===== config.mk =====
export PLATFORM = sky130hd
export DESIGN_NAME = keypad_encoder
export DESIGN_NICKNAME = d
export VERILOG_FILES = /design/src/rtl/keypad_encoder.sv
export SDC_FILE = /design/constraint.sdc
export NUM_CORES = 1
export LEC_CHECK = 0
export CORE_MARGIN = 2
export CORE_UTILIZATION = 56
export CTS_CLUSTER_DIAMETER = 30
export DETAILED_ROUTE_END_ITERATION = 8
export PLACE_DENSITY = 0.82
export REMOVE_ABC_BUFFERS = 1
export SLEW_MARGIN = 10
export SYNTH_ARGS = -nofsm -noshare
export SYNTH_HDL_FRONTEND = slang
export SYNTH_SLANG_ARGS = --single-unit

===== constraint.sdc =====
create_clock -name clk -period 3.6 [get_ports clk]
set_input_delay 0.72 -clock clk [delete_from_list [all_inputs] [get_ports clk]]
set_output_delay 0.72 -clock clk [all_outputs]
set_load 0.01 [all_outputs]

===== src/rtl/keypad_encoder.sv =====
// keypad_encoder: synchronizes, debounces and priority-encodes 17 key lines into a 5-bit code plus strobe.
// Define KEYPAD_AUTOREPEAT_EN to re-strobe a held key every REPEAT_CYCLES (clear key excluded).
module keypad_encoder #(
  parameter int DEBOUNCE_CYCLES = 4,
  parameter int REPEAT_CYCLES = 16
) (
  input  logic        clk,
  input  logic        nrst,
  input  logic [16:0] in,
  output logic [4:0]  keyout,
  output logic        strobe,
  output logic        busy
);
  typedef enum logic [2:0] {IDLE, DEBOUNCE, FIRE, HELD, RELEASE} state_t;
  localparam logic [15:0] DB_LAST = 16'(DEBOUNCE_CYCLES - 1);
  state_t state, state_n;
  logic [16:0] meta, sync;
  logic [15:0] cnt, cnt_n;
  logic [4:0] cand, cand_n, enc, keyout_n;
  logic any, fire_rpt;
  if (DEBOUNCE_CYCLES < 1 || DEBOUNCE_CYCLES > 65535) begin : g_db_range
    $error("DEBOUNCE_CYCLES must be 1..65535");
  end
  if (REPEAT_CYCLES < 1 || REPEAT_CYCLES > 65535) begin : g_rp_range
    $error("REPEAT_CYCLES must be 1..65535");
  end
  assign any = |sync;
  assign busy = state != IDLE;
  always_comb begin
    enc = '0;
    for (int i = 0; i < 17; i++) if (sync[i]) enc = 5'(i);
  end
`ifdef KEYPAD_AUTOREPEAT_EN
  localparam logic [15:0] RP_LAST = 16'(REPEAT_CYCLES - 1);
  logic [15:0] rcnt;
  assign fire_rpt = state == HELD && any && rcnt == RP_LAST && keyout != 5'd16;
  always_ff @(posedge clk or negedge nrst)
    if (!nrst) rcnt <= '0;
    else rcnt <= (state == HELD && state_n == HELD) ? rcnt + 16'd1 : '0;
`else
  assign fire_rpt = 1'b0;
`endif
  always_comb begin
    state_n = state;
    cnt_n = cnt;
    cand_n = cand;
    keyout_n = keyout;
    case (state)
      IDLE: if (any) begin
        cand_n = enc;
        state_n = DEBOUNCE;
      end
      DEBOUNCE: if (!any || enc != cand) state_n = IDLE;
        else if (cnt == DB_LAST) begin
          keyout_n = cand;
          state_n = FIRE;
        end else cnt_n = cnt + 16'd1;
      FIRE: state_n = HELD;
      HELD: if (!any) state_n = RELEASE;
        else if (fire_rpt) state_n = FIRE;
      RELEASE: if (any) state_n = HELD;
        else if (cnt == DB_LAST) state_n = IDLE;
        else cnt_n = cnt + 16'd1;
      default: state_n = IDLE;
    endcase
    if (state_n != state) cnt_n = '0;
  end
  always_ff @(posedge clk or negedge nrst)
    if (!nrst) begin
      meta <= '0;
      sync <= '0;
      state <= IDLE;
      cnt <= '0;
      cand <= '0;
      keyout <= '0;
      strobe <= 1'b0;
    end else begin
      meta <= in;
      sync <= meta;
      state <= state_n;
      cnt <= cnt_n;
      cand <= cand_n;
      keyout <= keyout_n;
      strobe <= state == FIRE;
    end
endmodule


==> flow_summary_export.csv, run 1 <==
group,metric,value,unit
grt,grt_pass1_vias,1755,
flow_run,maxCapViolCount,0,
yosys,synth.ff_latch_count,64,
timing,worst_slew_pin_slew,1190,ps
grt,grt_pass1_wl,8050,um
place,placed_cell_area,3030,um2
floorplanning,pin_count,26,
floorplanning,start_util,0.580,
final_layout,final_cell_mix,"dfrtp_1 (64), clkdlybuf4s50_1 (24), nor2_1 (18)",
yosys,syn-mean-instance-area,11.8,um2
worst_setup_path,cp.required,3830,ps
floorplanning,fp.dieH,73.9,um
worst_setup_path,critical_path_arrival,3380,ps
cts,insertion_delay,350,ps
grt,grt_usage,0.200,
timing,clock_skew,9.56,ps
power,irDropWorstVdd,0.472,mV
final_layout,fin_nets,280,
yosys,async_flop_share,1.00,
floorplanning,rows,25,
power,p_per_area,562,nW/um2
power,power,1.84,mW
final_layout,diodes,0,
route,detail-route-antenna-nets,0,
cts,ctsHoldBuffers,0,
floorplanning,dieArea,5470,um2
cts,clockBufferDepth,2,
cts,ctsHtreeMaxLevel,3,
cts,cts_tree,"done",
worst_setup_path,path_cells,"nor4_1, or2b_1, a21oi_1, xor2_1, or2_2, o41ai_1, a21oi_1, o21ba_2",
final_layout,final_layout_size_suffix_gt1_frac,0.143,
cts,cts_buffers,9,
timing,finalMaxSlewViolations,0,
grt,antenna_found_initial,0,
route,avgViaCountPerCell,5.61,
timing,period_minus_slack,3150,ps
floorplanning,core,4720,um2
worst_setup_path,crit_top_cell,"a21oi_1",
worst_setup_path,end_kind,"register",
yosys,synth.distinct_cells,51,
final_layout,final_common_cell,"dfrtp_1",
final_layout,fill_cells,341,
power,leakagePower,1.34,nW
route,vias,1864,
worst_setup_path,crit_path_start_kind,"register",
timing,timing.fmax,318,MHz
route,drc,0,
grt,grt_max_degree,25,
yosys,netlist_area,2740,um2
yosys,yosys_warnings,0,
timing,finalHoldViolations,0,
cts,cts.sinks,64,
cts,clockRootBuffer,"clkbuf_8",
yosys,ys_seq_area_frac,0.585,
place,io_buffers,25,
place,gp_congestion,0.855,
floorplanning,fp.dieW,73.9,um
yosys,ys.flop_type,"dfrtp_1",
outcome,outcome,"finished, final reports clean",
worst_setup_path,crit_type,"reg -> reg",
timing,setup_viol,0,
min_path,hold_class,"in -> async",
worst_setup_path,cp_slowest_cell,"a21oi_1",
worst_setup_path,reg2reg_depth,8,
route,dr.pass1.iters,4,
route,wl,4720,um
cts,cts_resized,0,
timing,fin_setup_tns,0,ps
cts,clk_pin_slew,80,ps
final_layout,area_delta_synth_final,19.7,%
worst_setup_path,cp_slowest_stage_delay,910,ps
yosys,synth_edf_count,0,
grt,grt_overflow_total,0,
timing,rsz0062_at_grt,"no",
place,hpwl,3110,um
timing,slew_headroom,0.205,
worst_setup_path,cp_max_fo,16,
route,drtIter0Drc,144,
final_layout,fin_area,3280,um2
route,drt-wirelength-per-cell,14.2,um
yosys,syn_inst,233,
timing,finalCritPeriodShare,0.875,
cts,postCtsSetupBuffers,0,
==> synth_stat cells, drive strengths merged, types with 3 or more instances <==
| master | instances | area share |
|---|---|---|
| dfrtp | 64 | 0.58 |
| nor2 | 18 | 0.025 |
| a21oi | 13 | 0.024 |
| o31ai | 9 | 0.025 |
| xor2 | 9 | 0.029 |
| mux2 | 8 | 0.033 |
| nand2 | 8 | 0.011 |
| nor3 | 8 | 0.015 |
| nor4 | 7 | 0.021 |
| or4 | 7 | 0.019 |
| clkbuf | 6 | 0.0082 |
| nand3 | 6 | 0.011 |
| nand4 | 6 | 0.014 |
| buf | 5 | 0.011 |
| inv | 5 | 0.0068 |
| nor2b | 5 | 0.011 |
| o211ai | 5 | 0.019 |
| o21ai | 5 | 0.011 |
| and3 | 3 | 0.0087 |
| nand2b | 3 | 0.0069 |
| nand3b | 3 | 0.0082 |
| o21a | 3 | 0.0082 |
==> worst paths after layout <==
| kind | slack, ps | startpoint | endpoint |
|---|---|---|---|
| max in group asynchronous | 2670 | nrst | cnt[14]$_DFFE_PN0P_ |
| worst max register to register | 450 | sync[9]$_DFF_PN0_ | cnt[3]$_DFFE_PN0P_ |
| worst max-delay path | 450 | sync[9]$_DFF_PN0_ | cnt[3]$_DFFE_PN0P_ |
| min in group clk | 350 | meta[5]$_DFF_PN0_ | sync[5]$_DFF_PN0_ |
| worst min register to register | 350 | meta[5]$_DFF_PN0_ | sync[5]$_DFF_PN0_ |
| worst min-delay path | 280 | nrst | meta[13]$_DFF_PN0_ |
==> flip-flops by register name, indices dropped and copies added (netlist names) <==
signal  flops
keyout      5
sync       17
meta       17
cand        5
state       3
strobe      1
cnt        16
==> power by group <==
group | internal [mW] | switching, mW | total, mW
clock network | 0.468 | 0.299 | 0.767
registers | 0.771 | 0.0646 | 0.836
logic | 0.118 | 0.121 | 0.238
==> per-stage QoR <==
stage / instances / setup slack, ps / util / hold WS [ps]
floorplan: 222 / 951 / - / 331
global placement: 316 / 543 / 0.641 / 333
detailed placement: 316 / 468 / 0.641 / 335
CTS: 332 / 463 / 0.694 / 282
global route: 332 / 200 / 0.694 / 296
finish: 332 / 451 / 0.694 / 279
==> worst max-delay path, delay by kind of cell, from the launching register on <==
kind             cells  cell delay, ps
XOR/XNOR             1             290
AND/OR/NAND/NOR      3             880
flip-flops           1             430
AO/OA/AOI/OAI        4            1440
==> metal layers <==
layer,up-vias,part of all wire,GRT usage
li1,915,-,-
met1,895,0.45,0.261
met2,44,0.49,0.306
met3,10,0.044,0.0623
met4,0,0.021,0.0970
met5,-,0,0
==> area by class of cell <==
type	instances	area, um2	area share
clock buffer	9	124	0.0378
clock inverter	7	125	0.0382
inverter	5	18.8	0.00573
multi-input combinational	153	1060	0.325
sequential	64	1600	0.489
tap	67	83.8	0.0256
timing repair buffer	27	260	0.0794
==> cells by family (layout without fill, tap and decap cells) <==
group                    Yosys count  in the layout  synth area share
XOR/XNOR                           9              9            0.0288
adder cells (fa/ha/maj)            1              1           0.00457
AO/OA/AOI/OAI                     50             50             0.139
flip-flops                        64             64             0.585
AND/OR/NAND/NOR                   84             84             0.180
buffers and inverters             16             48            0.0265
multiplexers                       9              9            0.0365
Power figures use the tool's default switching activity.
==> run 2, diff against run 1 <==
==> constraint.sdc (replaced) <==
create_clock -name clk -period 3.6 [get_ports clk]
set_input_delay 1.08 -clock clk [delete_from_list [all_inputs] [get_ports clk]]
set_output_delay 1.08 -clock clk [all_outputs]
set_load 0.01 [all_outputs]
==> flow_summary_export.csv, run 2 (same netlist as run 1, synthesis figures left out) <==
group,metric,value,unit
outcome,outcome,"finished, final reports clean",
grt,grt_pass1_vias,1816,
worst_setup_path,cp_slowest_cell,"a21oi_1",
worst_setup_path,critical_path_arrival,3410,ps
timing,period_minus_slack,3190,ps
timing,rsz0062_at_grt,"no",
route,detail-route-antenna-nets,0,
grt,grt_pass1_wl,8160,um
cts,cts_buffers,9,
power,internal-power,1.29,mW
final_layout,layout_top_registers,"meta: 17 flops, sync: 17 flops, cnt: 16 flops",
power,seqPwrFrac,0.477,
cts,ctsHtreeMaxLevel,3,
floorplanning,pin_count,26,
floorplanning,dieArea,5470,um2
worst_setup_path,end_kind,"register",
flow_run,maxCapViolCount,0,
cts,clockRootBuffer,"clkbuf_8",
timing,setup_viol,0,
route,vias,1862,
worst_setup_path,cp_slowest_stage_delay,910,ps
grt,grt_max_degree,31,
place,hpwl,3250,um
place,placed_cell_area,3030,um2
route,avgViaCountPerCell,5.61,
cts,clk_pin_slew,80,ps
worst_setup_path,cp_top_family,"compound AO/OA/AOI/OAI gates",
timing,finalCritPeriodShare,0.886,
final_layout,fill_cells,325,
cts,postCtsSetupBuffers,0,
place,gp_congestion,0.807,
route,drt-wirelength-per-cell,14.6,um
power,pwr-share-comb,0.134,
route,dr.pass1.iters,5,
route,drc,0,
worst_setup_path,crit_path_start_kind,"register",
timing,finalHoldViolations,0,
timing,clock_skew,9.66,ps
final_layout,fin_nets,280,
cts,cts_tree,"done",
final_layout,fin_area,3250,um2
timing,fin_setup_tns,0,ps
worst_setup_path,crit_top_cell,"a21oi_1",
timing,timing.fmax,314,MHz
route,drtIter0Drc,120,
worst_setup_path,path_cells,"nor4_1, or2b_1, a21oi_1, xor2_1, or2_2, o41ai_1, a21oi_1, o21ba_2",
route,wl,4840,um
floorplanning,rows,25,
power,sw_frac_of_total,0.269,
worst_setup_path,critPathBufInv,0,
power,power_switching,0.473,mW
floorplanning,start_util,0.580,
grt,grt_overflow_total,0,
power,leakagePower,1.32,nW
cts,clockBufferDepth,2,
grt,antenna_found_initial,0,
place,io_buffers,25,
cts,insertion_delay,340,ps
floorplanning,fp.dieH,73.9,um
power,irDropWorstVdd,0.553,mV
floorplanning,core,4720,um2
timing,worst_slew_pin_slew,1190,ps
final_layout,final_cell_mix,"dfrtp_1 (64), clkdlybuf4s50_1 (24), nor2_1 (18)",
floorplanning,fp.dieW,73.9,um
cts,ctsHoldBuffers,0,
cts,cts_resized,0,
final_layout,area_delta_synth_final,18.8,%
cts,cts.sinks,64,
worst_setup_path,crit_type,"reg -> reg",
timing,finalMaxSlewViolations,0,
worst_setup_path,cp.required,3830,ps
final_layout,final_layout_size_suffix_gt1_frac,0.143,
final_layout,diodes,0,
final_layout,final_common_cell,"dfrtp_1",
worst_setup_path,cp_max_fo,16,
power,p_per_area,540,nW/um2
timing,slew_headroom,0.208,
min_path,hold_class,"reg -> reg",
power,clock_power_share,0.389,
grt,grt_usage,0.201,
[run 2: cell types whose count changed in the layout (fill, tap and decap cells not counted), sizes merged]
cell      delta
clkinvlp     +2
clkinv       -1
bufinv       -1
[run 2: per-layer routing]
layer / wire length (um) / part of all wire / GRT usage
met3: 166 / 0.034 / 0.0542
met5: 0 / 0 / 0
met2: 2350 / 0.48 / 0.321
met1: 2180 / 0.45 / 0.246
met4: 148 / 0.031 / 0.121
[run 2: power groups by stage]
stage          logic [mW]  clock network (mW)  registers [mW]
2_1_floorplan       0.167                   0           0.829
3_3_place_gp        0.234                   0           0.845
3_5_place_dp        0.237                   0           0.847
4_1_cts             0.237               0.696           0.836
5_1_grt             0.265               0.728           0.847
6_report            0.236               0.684           0.838
[run 2: stage by stage]
step	power [mW]	setup slack, ps	instances	hold slack [ps]	util
after floorplan	0.996	951	222	331	-
after global routing	1.84	138	332	354	0.689
after CTS	1.77	400	332	341	0.689
after detailed placement	1.08	423	316	335	0.641
final	1.76	412	332	338	0.689
after global placement	1.08	540	316	332	0.641
[run 2: path summary, 6_finish.rpt]
path                                    start            endpoint  slack, ps  cells past startpoint
max reg2reg                sync[11]$_DFF_PN0_  cnt[3]$_DFFE_PN0P_        410                      8
min                         meta[8]$_DFF_PN0_   sync[8]$_DFF_PN0_        340                      0
min in group asynchronous                nrst  cnt[6]$_DFFE_PN0P_        760                      1
min reg2reg                 meta[8]$_DFF_PN0_   sync[8]$_DFF_PN0_        340                      0
max                        sync[11]$_DFF_PN0_  cnt[3]$_DFFE_PN0P_        410                      8
max in group asynchronous                nrst   sync[5]$_DFF_PN0_       2160                      2
[run 2: layout make-up]
type                       count  area, um2  share of cell area
tap                           67       83.8              0.0258
timing repair buffer          27        260              0.0800
multi-input combinational    153       1060               0.327
clock buffer                   9        124              0.0381
inverter                       5       18.8             0.00577
clock inverter                 7        101              0.0311
sequential                    64       1600               0.492
